==> src/rtl/bulk_in_packet_arbiter_if.sv <==
// AXIS bundle for the bulk IN arbiter: NUM_CHAN byte-wide sources on one side, one byte-wide sink on the other.
// "master" is the arbiter's view; "slave" is the environment (sources plus the bulk IN endpoint).
interface bulk_in_packet_arbiter_if #(
  parameter int NUM_CHAN = 2
);
  logic [NUM_CHAN-1:0]   s_axis_tvalid;
  logic [NUM_CHAN-1:0]   s_axis_tready;
  logic [8*NUM_CHAN-1:0] s_axis_tdata;
  logic [NUM_CHAN-1:0]   s_axis_tlast;
  logic                  m_axis_tvalid;
  logic                  m_axis_tready;
  logic [7:0]            m_axis_tdata;
  logic                  m_axis_tlast;

  modport master (
    input  s_axis_tvalid, s_axis_tdata, s_axis_tlast, m_axis_tready,
    output s_axis_tready, m_axis_tvalid, m_axis_tdata, m_axis_tlast
  );

  modport slave (
    output s_axis_tvalid, s_axis_tdata, s_axis_tlast, m_axis_tready,
    input  s_axis_tready, m_axis_tvalid, m_axis_tdata, m_axis_tlast
  );
endinterface

==> src/rtl/bulk_in_packet_arbiter.sv <==
// Packet-granular round-robin arbiter sharing the bulk IN AXIS sink among NUM_CHAN sources,
// with an optional channel-ID header byte and forced splitting at MAX_PKT_LEN payload bytes.
//
// state     | meaning
// ----------+-----------------------------------------------------------
// ST_IDLE   | no owner; pick next requester in round-robin order
// ST_HEADER | emitting {4'hA,1'b0,chan} header byte for the owner
// ST_DATA   | combinational pass-through of the owner's payload
module bulk_in_packet_arbiter #(
  parameter int NUM_CHAN    = 2,
  parameter int HEADER_EN   = 1,
  parameter int MAX_PKT_LEN = 512
) (
  input  logic                   sys_clk,
  input  logic                   reset_n,
  bulk_in_packet_arbiter_if.master axis,
  output logic [NUM_CHAN-1:0]    grant_o,
  output logic                   busy_o,
  output logic [15:0]            pkt_count_o
);

  localparam int PW = (NUM_CHAN > 1) ? $clog2(NUM_CHAN) : 1;
  localparam logic [15:0] LAST_CNT = 16'(MAX_PKT_LEN - 1);

  typedef enum logic [1:0] {
    ST_IDLE   = 2'd0,
    ST_HEADER = 2'd1,
    ST_DATA   = 2'd2
  } state_t;

  localparam state_t FIRST_ST = (HEADER_EN != 0) ? ST_HEADER : ST_DATA;

  state_t        state_q, state_d;
  logic [PW-1:0] gnt_q, gnt_d;
  logic [PW-1:0] rr_q, rr_d;
  logic [15:0]   cnt_q, cnt_d;
  logic [15:0]   pkt_q, pkt_d;

  logic          sel_found;
  logic [PW-1:0] sel_idx;
  logic [PW-1:0] probe_idx;

  logic                m_tvalid;
  logic [7:0]          m_tdata;
  logic                m_tlast;
  logic [NUM_CHAN-1:0] s_tready;

  // Walk downward so the requester closest to rr_q (smallest offset) is the last one written.
  always_comb begin
    sel_found = 1'b0;
    sel_idx   = rr_q;
    probe_idx = '0;
    for (int k = NUM_CHAN - 1; k >= 0; k--) begin
      probe_idx = PW'((int'(rr_q) + k) % NUM_CHAN);
      if (axis.s_axis_tvalid[probe_idx]) begin
        sel_found = 1'b1;
        sel_idx   = probe_idx;
      end
    end
  end

  always_comb begin
    state_d  = state_q;
    gnt_d    = gnt_q;
    rr_d     = rr_q;
    cnt_d    = cnt_q;
    pkt_d    = pkt_q;
    m_tvalid = 1'b0;
    m_tdata  = 8'h00;
    m_tlast  = 1'b0;
    s_tready = '0;
    grant_o  = '0;
    busy_o   = 1'b0;

    unique case (state_q)
      ST_IDLE: begin
        if (sel_found) begin
          gnt_d   = sel_idx;
          cnt_d   = 16'd0;
          state_d = FIRST_ST;
        end
      end

      ST_HEADER: begin
        busy_o         = 1'b1;
        grant_o[gnt_q] = 1'b1;
        m_tvalid       = 1'b1;
        m_tdata        = {4'hA, 1'b0, 3'(gnt_q)};
        if (axis.m_axis_tready) begin
          state_d = ST_DATA;
        end
      end

      ST_DATA: begin
        busy_o          = 1'b1;
        grant_o[gnt_q]  = 1'b1;
        m_tvalid        = axis.s_axis_tvalid[gnt_q];
        m_tdata         = axis.s_axis_tdata[{gnt_q, 3'b000} +: 8];
        m_tlast         = axis.s_axis_tlast[gnt_q] | (cnt_q == LAST_CNT);
        s_tready[gnt_q] = axis.m_axis_tready;
        if (m_tvalid && axis.m_axis_tready) begin
          cnt_d = cnt_q + 16'd1;
          if (m_tlast) begin
            state_d = ST_IDLE;
            rr_d    = (int'(gnt_q) == NUM_CHAN - 1) ? '0 : gnt_q + PW'(1);
            pkt_d   = pkt_q + 16'd1;
          end
        end
      end

      default: state_d = ST_IDLE;
    endcase
  end

  always_ff @(posedge sys_clk) begin
    if (!reset_n) begin
      state_q <= ST_IDLE;
      gnt_q   <= '0;
      rr_q    <= '0;
      cnt_q   <= 16'd0;
      pkt_q   <= 16'd0;
    end else begin
      state_q <= state_d;
      gnt_q   <= gnt_d;
      rr_q    <= rr_d;
      cnt_q   <= cnt_d;
      pkt_q   <= pkt_d;
    end
  end

  assign axis.m_axis_tvalid = m_tvalid;
  assign axis.m_axis_tdata  = m_tdata;
  assign axis.m_axis_tlast  = m_tlast;
  assign axis.s_axis_tready = s_tready;
  assign pkt_count_o        = pkt_q;

endmodule

==> src/flat_wrapper.sv <==
// flat-port wrapper written by rule: the top's interface ports become plain ports
module bulk_in_packet_arbiter_flat 
#(
  parameter int NUM_CHAN    = 2,
  parameter int HEADER_EN   = 1,
  parameter int MAX_PKT_LEN = 512
)
  (sys_clk, reset_n, grant_o, busy_o, pkt_count_o, axis_s_axis_tvalid, axis_s_axis_tdata, axis_s_axis_tlast, axis_m_axis_tready, axis_s_axis_tready, axis_m_axis_tvalid, axis_m_axis_tdata, axis_m_axis_tlast);
  bulk_in_packet_arbiter_if #(.NUM_CHAN(NUM_CHAN)) axis_i ();
  input  logic sys_clk;
  input  logic reset_n;
  output logic [NUM_CHAN-1:0] grant_o;
  output logic busy_o;
  output logic [15:0] pkt_count_o;
  input wire logic [$bits(axis_i.s_axis_tvalid)-1:0] axis_s_axis_tvalid;
  input wire logic [$bits(axis_i.s_axis_tdata)-1:0] axis_s_axis_tdata;
  input wire logic [$bits(axis_i.s_axis_tlast)-1:0] axis_s_axis_tlast;
  input wire logic [$bits(axis_i.m_axis_tready)-1:0] axis_m_axis_tready;
  output wire logic [$bits(axis_i.s_axis_tready)-1:0] axis_s_axis_tready;
  output wire logic [$bits(axis_i.m_axis_tvalid)-1:0] axis_m_axis_tvalid;
  output wire logic [$bits(axis_i.m_axis_tdata)-1:0] axis_m_axis_tdata;
  output wire logic [$bits(axis_i.m_axis_tlast)-1:0] axis_m_axis_tlast;
  assign axis_i.s_axis_tvalid = axis_s_axis_tvalid;
  assign axis_i.s_axis_tdata = axis_s_axis_tdata;
  assign axis_i.s_axis_tlast = axis_s_axis_tlast;
  assign axis_i.m_axis_tready = axis_m_axis_tready;
  assign axis_s_axis_tready = axis_i.s_axis_tready;
  assign axis_m_axis_tvalid = axis_i.m_axis_tvalid;
  assign axis_m_axis_tdata = axis_i.m_axis_tdata;
  assign axis_m_axis_tlast = axis_i.m_axis_tlast;
  bulk_in_packet_arbiter #(.NUM_CHAN(NUM_CHAN), .HEADER_EN(HEADER_EN), .MAX_PKT_LEN(MAX_PKT_LEN)) u_core (.sys_clk(sys_clk), .reset_n(reset_n), .axis(axis_i), .grant_o(grant_o), .busy_o(busy_o), .pkt_count_o(pkt_count_o));
endmodule
==> config.mk <==
export PLATFORM = sky130hd
export DESIGN_NAME = bulk_in_packet_arbiter_flat
export DESIGN_NICKNAME = d
export VERILOG_FILES = /design/src/rtl/bulk_in_packet_arbiter_if.sv /design/src/rtl/bulk_in_packet_arbiter.sv /design/src/flat_wrapper.sv
export SDC_FILE = /design/constraint.sdc
export NUM_CORES = 1
export LEC_CHECK = 0
export BUFFER_PORTS_ARGS = -buffer_cell sky130_fd_sc_hd__buf_4
export CAP_MARGIN = 20
export CELL_PAD_IN_SITES_DETAIL_PLACEMENT = 2
export CELL_PAD_IN_SITES_GLOBAL_PLACEMENT = 2
export CORE_UTILIZATION = 30
export DETAILED_ROUTE_END_ITERATION = 10
export GPL_TIMING_DRIVEN = 0
export PLACE_DENSITY = 0.86
export RECOVER_POWER = 100
export SYNTH_ARGS = -nofsm -noshare
export SYNTH_HDL_FRONTEND = slang
export SYNTH_SLANG_ARGS = --single-unit
==> constraint.sdc <==
create_clock -name sys_clk -period 3.2 [get_ports sys_clk]
set_clock_uncertainty 0.05 [all_clocks]
set_input_delay 0.64 -clock sys_clk [delete_from_list [all_inputs] [get_ports sys_clk]]
set_output_delay 0.64 -clock sys_clk [all_outputs]
set_load 0.02 [all_outputs]
# Word level (Yosys, flattened, before mapping)
# Index checks and enable logic that the tools add are counted.
[classes] n_addsub=4 magnitude_cmp=4 eq_ne=7 shift=1 mux=29 bitwise_logic=2 n_reduce_logical=9
[op_table] cell="$add 16x1->16 const B" count=2
[op_table] cell="$mux 16" count=2
[op_table] cell="$pmux 16 s2" count=1
[op_table] cell="$eq 16x9->1 const B" count=1
[op_table] cell="$mux 1" count=16
[op_table] cell="$pmux 8 s2" count=1
[op_table] cell="$shiftx 16x5->8" count=1
[op_table] cell="$mux 2" count=6
[op_table] cell="$lt 1x2->1 const B" count=3
[op_table] cell="$ne 2x1->1 const B" count=3
[op_table] cell="$pmux 2 s3" count=1
[op_table] cell="$reduce_and 3->1" count=2
[op_table] cell="$reduce_and 4->1" count=1
[op_table] cell="$add 1x1->1 const B" count=2
[op_table] cell="$and 2x2->2" count=1
[op_table] cell="$eq 2x1->1 const B" count=1
[op_table] cell="$eq 2x2->1 const B" count=1
[op_table] cell="$logic_and 1x1->1" count=2
[op_table] cell="$logic_not 2->1" count=1
[op_table] cell="$ne 2x2->1 const B" count=1
[op_table] cell="$pmux 1 s2" count=1
[op_table] cell="$reduce_and 2->1" count=1
[op_table] cell="$reduce_bool 2->1" count=1
[op_table] cell="$reduce_or 2->1" count=1
[op_table] cell="other kinds (3)" count=3
[word_totals] regBits=36 in_bits=23 output_inout_bits=31 elab_cells=61

# Depth between registers and ports, before layout
# Gate-level depths: netlist (run 1).
[logic_depth] ltp_word=7 depth_mapped=8 depth_no_buf=7

# Worst setup path before layout (run 1)
# No wires, ideal clock.
[synth_path] kind="in2reg" startpoint="input port axis_m_axis_tready" endpoint="register u_core.pkt_q[15], in the netlist u_core.pkt_count_o[15]" arrival_time_ps=2194 slack_ps=884 path_stages=6 path_buffers=1 path_cell_list="nand2_1 or4_1 buf_2 or3_4 nor4b_2 mux2i_1"
[synth_via] elab_chain_len=2
[synth_rtl] element="start: declaration" line_no="flat_wrapper.sv:18" rtl="input wire logic [$bits(axis_i.m_axis_tready)-1:0] axis_m_axis_tready;"
[synth_rtl] element="$logic_and 1x1->1" line_no="bulk_in_packet_arbiter.sv:101" rtl="if (m_tvalid && axis.m_axis_tready) begin"
[synth_rtl] element="$reduce_and 3->1 (no line)"
[synth_rtl] element="end signal: assignment" line_no="bulk_in_packet_arbiter.sv:127" rtl="pkt_q <= pkt_d;"
[synth_rtl] element="end: declaration" line_no="bulk_in_packet_arbiter.sv:37" rtl="logic [15:0] pkt_q, pkt_d;"
# No other way between the ends.
# A chain may end at the register's enable or synchronous reset.

# Final worst setup path (run 1)
[layout_path] startpoint="register u_core.gnt_q" endpoint="output port axis_m_axis_tdata[4]"
[layout_via] elab_chain_len=2
[layout_rtl] element="start: declaration" line_no="bulk_in_packet_arbiter.sv:34" rtl="logic [PW-1:0] gnt_q, gnt_d;"
[layout_rtl] element="start signal: assignment" line_no="bulk_in_packet_arbiter.sv:124" rtl="gnt_q <= gnt_d;"
[layout_rtl] element="$shiftx 16x5->8" line_no="bulk_in_packet_arbiter.sv:98" rtl="m_tdata = axis.s_axis_tdata[{gnt_q, 3'b000} +: 8];"
[layout_rtl] element="$pmux 8 s2" line_no="bulk_in_packet_arbiter.sv:75" rtl="unique case (state_q)"
[layout_rtl] element="end: declaration" line_no="flat_wrapper.sv:21" rtl="output wire logic [$bits(axis_i.m_axis_tdata)-1:0] axis_m_axis_tdata;"
# No other way between the ends.

==> results of run 1 <==
flip-flops by register name, summed over array words and instances, names as in the netlist:
signal and cells:
u_core.gnt_q 1, u_core.rr_q 1, u_core.pkt_count_o 16, u_core.state_q 2
u_core.cnt_q 16
worst max-delay path by stage:
stage | startpoint | to | cells past startpoint
finish | u_core.gnt_q | axis_m_axis_tdata[4] | 5
global route | u_core.gnt_q | axis_m_axis_tdata[4] | 5
CTS | u_core.cnt_q[0] | axis_m_axis_tlast | 6
detailed placement | axis_m_axis_tready | u_core.pkt_count_o[15] | 7
global placement | axis_m_axis_tready | u_core.pkt_count_o[15] | 7
floorplan | axis_m_axis_tready | u_core.pkt_count_o[15] | 6
metal layers:
layer	wire [um]	share of wire, %	vias up
li1	-	-	1028
met3	224	3.1	10
met2	3870	53	37
met1	3110	42	1095
met5	0	0	-
met4	112	1.5	0
placed cells by master (no fill, tap or decap), types with 2 or more instances in the layout:
master	netlist	routed
sky130_fd_sc_hd__dfxtp_1	36	36
sky130_fd_sc_hd__nor2_1	34	34
sky130_fd_sc_hd__clkbuf_1	6	33
sky130_fd_sc_hd__buf_4	0	29
sky130_fd_sc_hd__nand2_1	19	19
sky130_fd_sc_hd__mux2i_1	12	12
sky130_fd_sc_hd__nand4_1	12	12
sky130_fd_sc_hd__nand3_1	12	12
sky130_fd_sc_hd__inv_1	10	10
sky130_fd_sc_hd__a21oi_1	10	10
sky130_fd_sc_hd__xnor2_1	10	10
sky130_fd_sc_hd__xor2_1	9	9
sky130_fd_sc_hd__o21ai_0	9	9
sky130_fd_sc_hd__ha_1	7	7
sky130_fd_sc_hd__and3_1	6	6
sky130_fd_sc_hd__nand2b_1	6	6
sky130_fd_sc_hd__clkbuf_8	0	6
sky130_fd_sc_hd__nor3_1	5	5
sky130_fd_sc_hd__or3_1	5	5
sky130_fd_sc_hd__o21a_1	3	3
sky130_fd_sc_hd__or4_1	3	3
sky130_fd_sc_hd__a2111oi_0	3	3
sky130_fd_sc_hd__nor4_1	3	3
sky130_fd_sc_hd__a211oi_1	3	3
sky130_fd_sc_hd__nor2b_1	2	2
sky130_fd_sc_hd__and2_1	4	2
sky130_fd_sc_hd__mux2_2	3	2
sky130_fd_sc_hd__nor4b_1	1	2
sky130_fd_sc_hd__and4_1	2	2
sky130_fd_sc_hd__and2_0	0	2
sky130_fd_sc_hd__o2111ai_1	2	2
sky130_fd_sc_hd__o211ai_1	2	2
sky130_fd_sc_hd__clkinv_2	0	2
power groups by stage:
| stage | clock, W | combinational (W) | sequential, W |
|---|---|---|---|
| floorplan | 0 | 0.000318 | 0.000484 |
| global placement | 0 | 0.000492 | 0.000485 |
| detailed placement | 0 | 0.000518 | 0.000487 |
| CTS | 0.000356 | 0.000523 | 0.000477 |
| global route | 0.000374 | 0.000530 | 0.000478 |
| finish | 0.000343 | 0.000483 | 0.000478 |
layout make-up:
| class | count | area share [%] |
|---|---|---|
| timing repair buffer | 53 | 12.0 |
| multi-input combinational | 199 | 49.9 |
| buffer | 9 | 1.31 |
| clock buffer | 6 | 3.21 |
| clock inverter | 2 | 0.389 |
| sequential | 36 | 28.0 |
| inverter | 10 | 1.46 |
| tap | 77 | 3.75 |
per-stage QoR:
stage	worst slack [ns]	total power, W	cells	util, %	instance area, um2
after floorplan	0.884	0.000802	254	-	2080
after global placement	0.519	0.000977	384	39.4	2580
after detailed placement	0.490	0.00100	384	39.4	2580
after CTS	0.454	0.00136	392	40.9	2670
after global routing	0.201	0.00138	392	39.3	2570
final	0.324	0.00130	392	39.3	2570
cell usage after synthesis (2+ instances only):
master                      number  share of area [%]
sky130_fd_sc_hd__dfxtp_1        36                 35
sky130_fd_sc_hd__nor2_1         34                6.1
sky130_fd_sc_hd__nand2_1        19                3.4
sky130_fd_sc_hd__mux2i_1        12                5.8
sky130_fd_sc_hd__nand3_1        12                2.9
sky130_fd_sc_hd__nand4_1        12                3.6
sky130_fd_sc_hd__a21oi_1        10                2.4
sky130_fd_sc_hd__inv_1          10                1.8
sky130_fd_sc_hd__xnor2_1        10                4.2
sky130_fd_sc_hd__o21ai_0         9                2.2
sky130_fd_sc_hd__xor2_1          9                3.8
sky130_fd_sc_hd__ha_1            7                4.2
sky130_fd_sc_hd__and3_1          6                1.8
sky130_fd_sc_hd__clkbuf_1        6                1.1
sky130_fd_sc_hd__nand2b_1        6                1.8
sky130_fd_sc_hd__nor3_1          5                1.2
sky130_fd_sc_hd__or3_1           5                1.5
sky130_fd_sc_hd__and2_1          4                1.2
sky130_fd_sc_hd__a2111oi_0       3                1.3
sky130_fd_sc_hd__a211oi_1        3                1.1
sky130_fd_sc_hd__mux2_2          3                1.6
sky130_fd_sc_hd__nor4_1          3               0.90
sky130_fd_sc_hd__o21a_1          3                1.1
sky130_fd_sc_hd__or4_1           3                1.1
sky130_fd_sc_hd__and4_1          2               0.84
sky130_fd_sc_hd__buf_2           2               0.48
sky130_fd_sc_hd__nor2b_1         2               0.60
sky130_fd_sc_hd__o2111ai_1       2               0.84
sky130_fd_sc_hd__o211ai_1        2               0.72
cells by family (layout without fill, tap and decap cells):
group,after synthesis,after routing,share of synthesized area (%)
buffers and inverters,19,80,3.55
multiplexers,15,15,7.39
AO/OA/AOI/OAI,39,39,12.4
adder cells (fa/ha/maj),7,7,4.21
AND/OR/NAND/NOR,119,119,29.9
XOR/XNOR,19,19,7.99
flip-flops,36,36,34.6
critical path, stage by stage, from the launching register on:
cell                       delay, ns
sky130_fd_sc_hd__dfxtp_1        0.36
sky130_fd_sc_hd__clkbuf_1       0.50
sky130_fd_sc_hd__clkbuf_1       0.52
sky130_fd_sc_hd__mux2i_1        0.14
sky130_fd_sc_hd__nor2_1         0.11
sky130_fd_sc_hd__clkbuf_1       0.25
==> reports/summary.md, run 1 <==
The run finished with clean final reports. STA classifies the critical path endpoint as a primary output. Across the VDD grid, the largest voltage drop is 0.000207 V.

TritonCTS built the clock tree. Setup repair after global routing left no endpoint under its margin. End of the worst register-to-register path: u_core.pkt_count_o[15]. For the worst setup path, the data required time is 2.51 ns.

Max-cap violations in this run came to 0. In this run the core area contains 29 standard-cell rows. Once the floorplan was initialized, standard cells occupied 31.9% of the core. The number of nets with antenna violations after detailed routing is 0, and the final critical delay including setup and external delays is 2.88 ns. The final-layout setup total negative slack is 0 ns, and the layout-stage area growth over the synthesis result is 23.4%.

Summing all multi-input logic gate instances after layout gives 0.00128 mm2. The post-synthesis instance total is 254. In this run, post-CTS hold repair placed 0 buffers. The power per unit of standard cell area came out at 507 mW/mm2. Cell internal power was estimated by the tool at 0.000794 W.

The maximum buffer depth of the clock tree was 2; the clock buffer count from CTS was 5. The logs give 2,382 for the via count of the first global-routing pass and 54 for the number of top-level design ports. The average instance area after synthesis works out to 8.20 um2. The worst register-to-register path has a depth of 8.

The first routing iteration left 49 violations. The met3 capacity usage during global routing is 3.11%. In this run the critical register-to-register path is launched from u_core.state_q[0]. The worst hold path begins at u_core.pkt_count_o[15]. Global routing consumed, on the met1 layer, 25.2% of the routing resources.

The quantity of I/O buffers inserted on ports works out to 53. After clock tree synthesis, the setup repair step added 0 buffers. The total core area came out at 0.00653 mm2. Primary flip-flop cell chosen by synthesis mapping: sky130_fd_sc_hd__dfxtp_1.

For hold timing, the worst endpoint is u_core.pkt_count_o[15]. Global routing used 40.2% of the available met2 tracks. Detailed placement finished with a half-perimeter wire length of 5440 um. The type of the worst setup path is flip-flop to primary output.

Of the total power, combinational logic draws 37.0%. For the count of endpoints failing setup in the final report, the log shows 0. For the mapped cell area, the log shows 0.00208 mm2.

Summed over all nets, the switching power comes to 0.000509 W. Counting flops with an async set or reset pin after synthesis yields a share of 0%. In this run the static leakage power is 0.912 nW. The tools report the count of final hold-check violations as 0.

Number of iterations in the first detailed-routing pass: 4. The number of antenna violations at the first check in global routing is 0, and the sequential element share of the synthesized area is 34.6%. Data arrives at the worst endpoint at 2.19 ns. Setup slack on the worst reg-to-reg path comes out at 0.38 ns.

For the number of diodes added for antenna fixing, the log shows 0. Routability-driven placement finished with a final weighted congestion of 0.738. Across the whole layout, storage elements account for 721 um2.

For the fmax, the log shows 0.348 GHz. Of the cells placed in the final design, the portion with a size suffix greater than 1 is 12.7%. In this run the worst hold path is classified as flip-flop to flip-flop. Of all nets on the critical path, the largest fanout is 10. The fill cell instance count of the final layout is 793. In this run, post-CTS repair resized a total of 0 instances. Ratio of final minimum period to clock period: 89.9%. The switching share of total power came out at 39.1%. Entering global routing, the biggest net connects 12 pins. The floorplan step set the die height to 85.3 um. For this run the aggregate overflow at the end of global routing stands at 0. Clock tree synthesis found a total of 36 sinks. The post-layout net count came out at 344.

Sequential cells burn 36.7% of the power. The H-tree was split into 2 levels. The number of max-slew violations in the final report came out at 0. The most congested layer reported by global routing was met2. The kind of launch point of the worst setup path is a flip-flop. The net count after synthesis was 284; the flip-flop and latch count after synthesis was 36. The die is 85.3 um wide. Along the worst hold path, the cell count comes to 2.

The floorplan step defined a die boundary enclosing 0.00728 mm2. The final wirelength was 7320 um; the via count was 2,170. The later-pin clock latency in the skew report was 0.29 ns. The synthesized design contains 0 enable-type register cells. For the post-route DRC violation count, the log shows 0. The logs give 26.3% for the part of the power in the clock network and 21.5% for the global-route usage over all layers. Hold timing on the final database bottoms out at a slack of 0.442 ns.

The relative max-transition margin was 47.0%. The routed wirelength normalized by instance count works out to 18.7 um. The netlist uses 43 different library cells. The run gives 12,300 um as the first-pass GRT wire length. The root cell of the clock tree was sky130_fd_sc_hd__clkbuf_8. The measured slew at the worst slew-check pin was 0.773 ns; the register clock-pin slew on the reported worst setup and hold paths was 0.07 ns.

The Yosys step of the flow raised 0 warnings. Using the TritonRoute via totals, the vias-per-cell ratio works out to 5.54.
No activity file was read; power rests on OpenSTA's default activity.
==> run 2: changes to the inputs <==
Settings changed: CORE_MARGIN set to 2.
==> run 2 against run 1 <==
Compared with the run above:
- combinational power shrank 2%
- flip-flop and latch count is the same
- via count is 1.3% lower
- maximum frequency up 1.6%
- first-iteration DRC count is 37% lower
- critical path depth unchanged
- count of clock-buffer cells in the layout increased by 1
- final area up 0.68%
- utilization fell by 1.1 points
- non-clock buffer count unchanged
- global-route usage down 2.1 points
==> reports/summary.md, run 2 (same netlist as run 1, synthesis figures left out) <==
Delay of the slowest critical-path stage: 0.49 ns (-0.03 ns). The peak supply drop is 0.000223 V (+7.9%), and the ratio of final minimum period to clock period is 88.4% (-1.4 points). The biggest fanout along the worst timing path is 10 (unchanged), and the total grt overflow is 0 (unchanged).

Quantity of I/O buffers inserted on ports: 53 (unchanged). The tools report the post-CTS setup-driven buffer insertion count as 0 (unchanged). The maximum buffer depth of the clock tree was 2 (unchanged); the die area was 0.00762 mm2 (+4.7%).

The post-route worst setup slack was 0.370 ns (+0.0456 ns). The final wirelength is 7070 um (-3.3%). Measured slew at the worst slew-check pin: 0.673 ns (-0.0999 ns). Most common cell after layout, fill and taps aside: sky130_fd_sc_hd__clkbuf_1.

The routed wirelength normalized by instance count was 17.9 um (-4.1%); the number of top-level design ports was 54 (unchanged). Number of max-cap violations: 0 (unchanged). The most congested layer reported by global routing was met2. The tools report the H-tree level count as 2 (unchanged). The tools report the later-pin clock latency in the skew report as 0.29 ns (about the same). The path class of the tightest hold or removal check is flip-flop to flip-flop.

The register clock-pin slew on the reported worst setup and hold paths is 0.08 ns (about the same). The global-route usage over all layers is 19.3% (-2.1 points). In this run the most critical hold path is launched from u_core.rr_q.

The clock buffer count from CTS came out at 5 (unchanged). Post-layout net count: 344 (unchanged). The run gives 3.03% (-0.080 points) as the met3 capacity usage during global routing.

The number of hold-repair buffers added at the cts stage was 0 (unchanged). The number of cells traversed by the worst register-to-register path was 8 (unchanged). The switching power summed over all nets was 0.000503 W (-1.2%); the final core area utilization was 38.3% (-1.1 points). The pin count of the biggest net entering global routing came out at 12 (unchanged). The kind of launch point of the worst setup path is a flip-flop. The placement-stage cell area was 0.00258 mm2 (+0.15%).

The DRC marker count from the first detailed-route iteration was 31 (-37%); the power per unit of standard cell area was 540 mW/mm2 (+6.5%). First-pass GRT wire length: 11,600 um (-6.0%). Leaving out fill and tap cells, the most frequent cells in the layout are sky130_fd_sc_hd__clkbuf_1, sky130_fd_sc_hd__dfxtp_1, sky130_fd_sc_hd__nor2_1.

The proportion of power drawn by flip-flops and latches was 34.1% (-2.6 points). The logs give 33.9% (-3.1 points) for the combinational group share of total power and 30.8% (-1.1 points) for the initial core utilization. The number of iterations in the first detailed-routing pass is 4 (unchanged), and the final critical delay including setup and external delays is 2.83 ns (-0.0456 ns). The largest delay contributor family on the critical path is buffers and inverters. The tools report the final-layout setup total negative slack as 0 ns (unchanged).

End of the worst register-to-register path: u_core.pkt_count_o[15]. The routability congestion estimate is 0.736 (-0.38%), and the half-perimeter wire length after placement is 5220 um (-4.0%). The cell sitting at the root of the clock tree is a sky130_fd_sc_hd__clkbuf_8. The tools report the via count as 2,142 (-1.3%).

Setup repair after global routing left no endpoint under its margin. The fill cell instance count of the final layout is 835 (+5.3%). The tools report the part of the power in the clock network as 32.0% (+5.7 points).

The standby leakage power is 0.907 nW (-0.54%). The routed via count divided by cell count is 5.42 (-2.0%), and the switching share of total power is 36.0% (-3.1 points). The area of all placed cells without fillers is 0.00259 mm2 (+0.68%).

The critical path is of the flip-flop to primary output type. The tools report the via count of the first global-routing pass as 2,232 (-6.3%). In this run the critical register-to-register path is launched from u_core.state_q[0].

The endpoint of the worst hold path is u_core.rr_q. The fraction of met1 tracks used by global routing is 24.9% (-0.29 points). The number of nets with antenna violations after detailed routing was 0 (unchanged); the count of cell instances traversed by the critical path was 5 (unchanged). The critical path arrival was 2.14 ns (-0.05 ns). The tools report the number of placement rows as 30 (+3.4%). The tools report the relative max-transition margin as 53.9% (+6.9 points). The post-CTS resize count came out at 0 (unchanged). The slowest stage of the critical path is the sky130_fd_sc_hd__clkbuf_1 cell. Fraction of layout cells with a size suffix above 1: 10.8% (-1.9 points). The post-route DRC violation count is 0 (unchanged). The die boundary width was 87.3 um (+2.3%); the number of max-slew violations in the final report was 0 (unchanged). The met2 track demand over resource was 33.8% (-6.4 points); the count of endpoints failing setup in the final report was 0 (unchanged). The fmax is 0.353 GHz (+1.6%). The number of clock sinks is 36 (unchanged). The flow ran to the end, and the final reports show no timing, DRC or antenna violations. The signal on the critical path passes through clkbuf_1 -> clkbuf_1 -> mux2i_1 -> nor2_1 -> clkbuf_1. TritonCTS built the clock tree. The worst endpoint required time was 2.51 ns (about the same). Sum of buffers and inverters on the critical path: 3 (unchanged). The die height is 87.3 um (+2.3%), and the layout-stage area growth over the synthesis result is 24.3%.

Worst setup slack before clock tree synthesis: 0.540 ns (+0.0508 ns). For the register-to-register path setup slack, the log shows 0.46 ns (+0.08 ns). For the design internal power, the log shows 0.000895 W (+13%).

Number of cells traversed by the worst hold path: 2 (unchanged). Total core area: 0.00676 mm2 (+3.4%). Cell occurring most often along the worst timing path: sky130_fd_sc_hd__clkbuf_1.

The worst setup path is captured at a primary output. The run gives 0.448 ns (+0.00540 ns) as the worst hold margin. The number of diodes added for antenna fixing was 0 (unchanged); the count of final hold-check violations was 0 (unchanged). The number of antenna violations at the first check in global routing came out at 0 (unchanged).
run 2: cell types whose count changed in the layout (fill, tap and decap cells not counted):
cell,previous run,this run
sky130_fd_sc_hd__buf_4,29,25
sky130_fd_sc_hd__bufinv_16,0,1
sky130_fd_sc_hd__clkbuf_1,33,37
sky130_fd_sc_hd__clkbuf_8,6,7
sky130_fd_sc_hd__clkinv_2,2,0
sky130_fd_sc_hd__mux2_1,1,2
sky130_fd_sc_hd__mux2_2,2,1
sky130_fd_sc_hd__or3_1,5,6
sky130_fd_sc_hd__or3_4,1,0
run 2: layer usage:
layer  up-vias  wire [um]  share of wire (%)
li1       1029          -                  -
met3         8        235                3.3
met2        43       3720                 53
met1      1062       3040                 43
met4         0         74                1.0
met5         -          0                  0
run 2: final cells by class:
type                       count  area (um2)  area share (%)
clock inverter                 1        30.0            1.16
sequential                    36         721            27.9
inverter                      10        37.5            1.45
buffer                         9        33.8            1.31
clock buffer                   7        96.3            3.72
timing repair buffer          53         293            11.3
multi-input combinational    199        1280            49.3
tap                           80         100            3.87
run 2: worst max-delay path by stage:
stage	slack [ns]	end	start
3_3_place_gp	0.55	u_core.pkt_count_o[15]	axis_m_axis_tready
3_5_place_dp	0.54	u_core.pkt_count_o[15]	axis_m_axis_tready
6_report	0.37	axis_m_axis_tdata[6]	u_core.gnt_q
4_1_cts	0.49	axis_m_axis_tlast	u_core.cnt_q[0]
5_1_grt	0.22	axis_m_axis_tdata[2]	u_core.gnt_q
2_1_floorplan	0.88	u_core.pkt_count_o[15]	axis_m_axis_tready
run 2: worst register-to-register path: cells and delay by family, from the launching register on:
family        cells  cell delay (ns)
simple gates      4             1.51
flops             1             0.35
buf+inv           2             0.30
fa+ha+maj         1             0.23
mux               1             0.23
run 2: per-stage QoR:
stage | instances | total power (W)
final | 395 | 0.00140
after global routing | 395 | 0.00148
after CTS | 395 | 0.00145
after detailed placement | 387 | 0.000999
after global placement | 387 | 0.000982
after floorplan | 254 | 0.000802
run 2: power groups by stage:
stage	logic, W	clock network, W	registers [W]
2_1_floorplan	0.000318	0	0.000484
6_report	0.000474	0.000447	0.000477
3_3_place_gp	0.000497	0	0.000485
3_5_place_dp	0.000512	0	0.000487
4_1_cts	0.000516	0.000454	0.000477
5_1_grt	0.000528	0.000478	0.000479
==> run 3: changes to the inputs <==
Settings changed: ABC_AREA set to 1, CORE_UTILIZATION 30 to 28, SETUP_SLACK_MARGIN set to 0.3.
==> run 3 against run 2 <==
Compared with the run above:
- combinational power is 33% higher
- maximum frequency up 7.9%
- count of clock-buffer cells in the layout shrank 2
- synthesized area rose by 9.7%
- critical endpoint is now axis_m_axis_tlast
- largest power group is now combinational logic
- worst hold slack gained 0.0087 ns
==> reports/summary.md, run 3 <==
Library cell occupying the most area in the post-synthesis netlist: sky130_fd_sc_hd__dfxtp_1. The switching share of total power was 43.3% (+7.3 points); the half-perimeter wire length after placement was 6320 um (+21%). The number of placement rows came out at 32 (+6.7%).

The biggest fanout along the worst timing path is 4 (-6). The logs give 2.51 ns (about the same) for the worst endpoint required time and 359 (+41%) for the post-synthesis instance total. For the clock buffer count from CTS, the log shows 5 (unchanged). The count of placed standard cells in the final layout, fillers left out was 522 (+32%). For the via count, the log shows 2,597 (+21%). The flip-flop and latch count after synthesis is 36 (unchanged), and the measured slew at the worst slew-check pin is 0.525 ns (-0.148 ns).

The final wirelength came out at 8200 um (+16%). In this run the critical register-to-register path is captured at u_core.pkt_count_o[2]. Leaving out fill and tap cells, the most frequent cells in the layout are sky130_fd_sc_hd__nand2_1, sky130_fd_sc_hd__nor2_1, sky130_fd_sc_hd__clkbuf_1, sky130_fd_sc_hd__dfxtp_1. The number of max-slew violations in the final report came out at 0 (unchanged).

The quantity of I/O buffers inserted on ports was 53 (unchanged); the DRC marker count from the first detailed-route iteration was 68 (+120%). For the H-tree level count, the log shows 2 (unchanged). The global-route usage over all layers was 19.8% (+0.44 points). The peak supply drop is 0.000173 V (-22%), and the total grt overflow is 0 (unchanged). The relative max-transition margin was 65.0% (+11 points); the top-area cell type share of the netlist area was 31.5% (-3.1 points). The number of cells traversed by the worst register-to-register path is 9 (+1), and the proportion of power drawn by flip-flops and latches is 31.7% (-2.4 points). Yosys attributes the largest share of cell area to sky130_fd_sc_hd__dfxtp_1, sky130_fd_sc_hd__nand2_1, sky130_fd_sc_hd__nor2_1. Among all cell types in the netlist, the one instantiated most often is sky130_fd_sc_hd__nand2_1. The kind of end point of the critical path was a primary output. The tools report the final-layout setup total negative slack as 0 ns (unchanged). The worst hold path begins at u_core.pkt_count_o[10]. The number of nets with antenna violations after detailed routing is 0 (unchanged). The initial core utilization was 29.3% (-1.6 points).

The routed via count divided by cell count is 4.98 (-8.3%). The setup path with the least slack is of type flip-flop to primary output. The via count of the first global-routing pass was 2,952 (+32%). The fmax was 0.381 GHz (+7.9%); the part of the power in the clock network was 27.2% (-4.8 points).

The layout-stage area growth over the synthesis result works out to 21.2%. Among all flip-flop cells after synthesis, the most frequent one is sky130_fd_sc_hd__dfxtp_1. The run gives 1.93 ns (-0.21 ns) as the critical path arrival. The sequential element share of the synthesized area is 31.5% (-3.1 points). The post-synthesis async set-or-reset flop share was 0% (unchanged). The XOR/XNOR share of the synthesized area works out to 4.98% (-3.0 points). The ratio of final minimum period to clock period was 81.9% (-6.5 points). The net count after synthesis is 389 (+37%). Number of cells traversed by the worst hold path: 2 (unchanged).

Number of diodes added for antenna fixing: 0 (unchanged). TritonCTS built the clock tree. The post-route DRC violation count was 0 (unchanged); the number of hold-repair buffers added at the cts stage was 0 (unchanged). The tree is rooted in a sky130_fd_sc_hd__clkbuf_8.

In this run the critical register-to-register path is launched from u_core.cnt_q[0]. The later-pin clock latency in the skew report is 0.30 ns (about the same), and the die height is 94.3 um (+8.0%). The register-to-register path setup slack was 0.70 ns (+0.24 ns). For the post-CTS resize count, the log shows 0 (unchanged). The combinational family with the most area after synthesis was simple AND/OR/NAND/NOR gates. The adder-cell share of the synthesized area was 3.83% (-0.37 points). The distinct cell type count of the synthesized netlist is 31 (-28%). Setup repair after global routing left no endpoint under its margin. The run gives 449 (+31%) as the post-layout net count.

The switching power summed over all nets is 0.000663 W (+32%), and the routed wirelength normalized by instance count is 15.7 um (-12%). Post-CTS setup-driven buffer insertion count: 0 (unchanged). The complex-gate fraction of the synthesized area was 10.4% (-2.0 points); the power per unit of standard cell area was 553 mW/mm2 (+2.5%). The total core area is 0.00781 mm2 (+16%). The tools report the number of clock sinks as 36 (unchanged). The die boundary width was 94.3 um (+8.0%). The run finished with clean final reports.

The count of final hold-check violations was 0 (unchanged). The path class of the tightest hold or removal check is flip-flop to flip-flop. The mapped cell area is 0.00228 mm2 (+9.7%), and the design internal power is 0.000870 W (-2.7%). The number of antenna violations at the first check in global routing was 0 (unchanged). The simple logic cell fraction of the synthesized area is 41.3% (+11 points). The number of top-level design ports is 54 (unchanged), and the combinational group share of total power is 41.1% (+7.2 points). The final critical delay including setup and external delays was 2.62 ns (-0.208 ns). The number of placed instances, taps included is 514 (+33%), and the fraction of layout cells with a size suffix above 1 is 8.81% (-2.0 points). The count of endpoints failing setup in the final report came out at 0 (unchanged). The commonest cells after synthesis are sky130_fd_sc_hd__nand2_1, sky130_fd_sc_hd__nor2_1, sky130_fd_sc_hd__dfxtp_1. Endpoint of the worst hold path: u_core.pkt_count_o[10]. The register clock-pin slew on the reported worst setup and hold paths came out at 0.08 ns (about the same). The library cell used most frequently in the layout, excluding fill and tap cells, is sky130_fd_sc_hd__nand2_1. Number of iterations in the first detailed-routing pass: 4 (unchanged). Routability congestion estimate: 0.859 (+17%). The number of max-cap violations is 0 (unchanged), and the pin count of the biggest net entering global routing is 13 (+1). Final core area utilization: 35.5% (-2.8 points). The run gives 1.07 nW (+18%) as the standby leakage power. The run gives 0.00890 mm2 (+17%) as the die area. The run gives 13,900 um (+21%) as the first-pass GRT wire length. The average instance area after synthesis was 6.36 um2 (-22%); the number of synthesized flops with an enable pin was 0 (unchanged). The count of warnings emitted by yosys was 0 (unchanged). For the maximum buffer depth of the clock tree, the log shows 2 (unchanged).

The worst setup path is launched from a flip-flop. The fraction of synthesized area in multiplexers is 0.438% (-7.0 points).
run 3: metal layers:
layer	routed length (um)	track usage, %	vias up	part of all wire, %
met1	3400	21.9	1287	41
met3	142	3.03	11	1.7
li1	-	-	1270	-
met4	129	6.40	0	1.6
met5	0	0	-	0
met2	4530	38.3	29	55
run 3: cells by family (layout without fill, tap and decap cells):
group,Yosys count,count (layout)
AO/OA/AOI/OAI,46,46
XOR/XNOR,13,13
adder cells (fa/ha/maj),7,7
buffers and inverters,42,103
flip-flops,36,36
multiplexers,1,1
AND/OR/NAND/NOR,214,214
run 3: metrics by stage:
step	instance area (um2)	total power, W	hold WS, ns	setup slack (ns)
2_1_floorplan	2280	0.000939	0.406	0.859
5_1_grt	2770	0.00165	0.491	0.440
3_5_place_dp	2810	0.00121	0.449	0.971
4_1_cts	2920	0.00164	0.464	0.632
3_3_place_gp	2810	0.00117	0.435	1.06
6_report	2770	0.00153	0.456	0.578
run 3: area by class of cell:
class / count / area (um2)
fillers: 1037 / 5040
multi-input cells: 281 / 1370
flip-flops and latches: 36 / 721
repair buffers: 53 / 285
inverters: 35 / 131
well taps: 102 / 128
clock buffers: 5 / 68.8
clock inverters: 3 / 42.5
plain buffers: 7 / 27.5
run 3: worst max path at each step:
stage                                  from                   end  slack (ns)  cells past startpoint
after CTS                 u_core.state_q[0]  axis_m_axis_tdata[4]        0.63                      6
after global placement      u_core.cnt_q[0]     axis_m_axis_tlast        1.06                      6
after global routing        u_core.cnt_q[0]     axis_m_axis_tlast        0.44                      6
after floorplan           u_core.state_q[0]  axis_m_axis_tdata[0]        0.86                      6
final                       u_core.cnt_q[0]     axis_m_axis_tlast        0.58                      6
after detailed placement  u_core.state_q[0]  axis_m_axis_tdata[4]        0.97                      6
run 3: worst max-delay path, cell delays in order (launching register included):
cell                       delay [ns]
sky130_fd_sc_hd__dfxtp_1         0.39
sky130_fd_sc_hd__ha_1            0.20
sky130_fd_sc_hd__nand3_1         0.14
sky130_fd_sc_hd__nor3_1          0.25
sky130_fd_sc_hd__nand2_1         0.21
sky130_fd_sc_hd__a21oi_1         0.17
sky130_fd_sc_hd__clkbuf_1        0.26
run 3: power by group through the flow:
stage	Clock [W]	Sequential [W]	Combinational, W
5_1_grt	0.000446	0.000489	0.000713
2_1_floorplan	0	0.000492	0.000446
6_report	0.000417	0.000486	0.000630
4_1_cts	0.000430	0.000486	0.000719
3_3_place_gp	0	0.000494	0.000674
3_5_place_dp	0	0.000497	0.000709
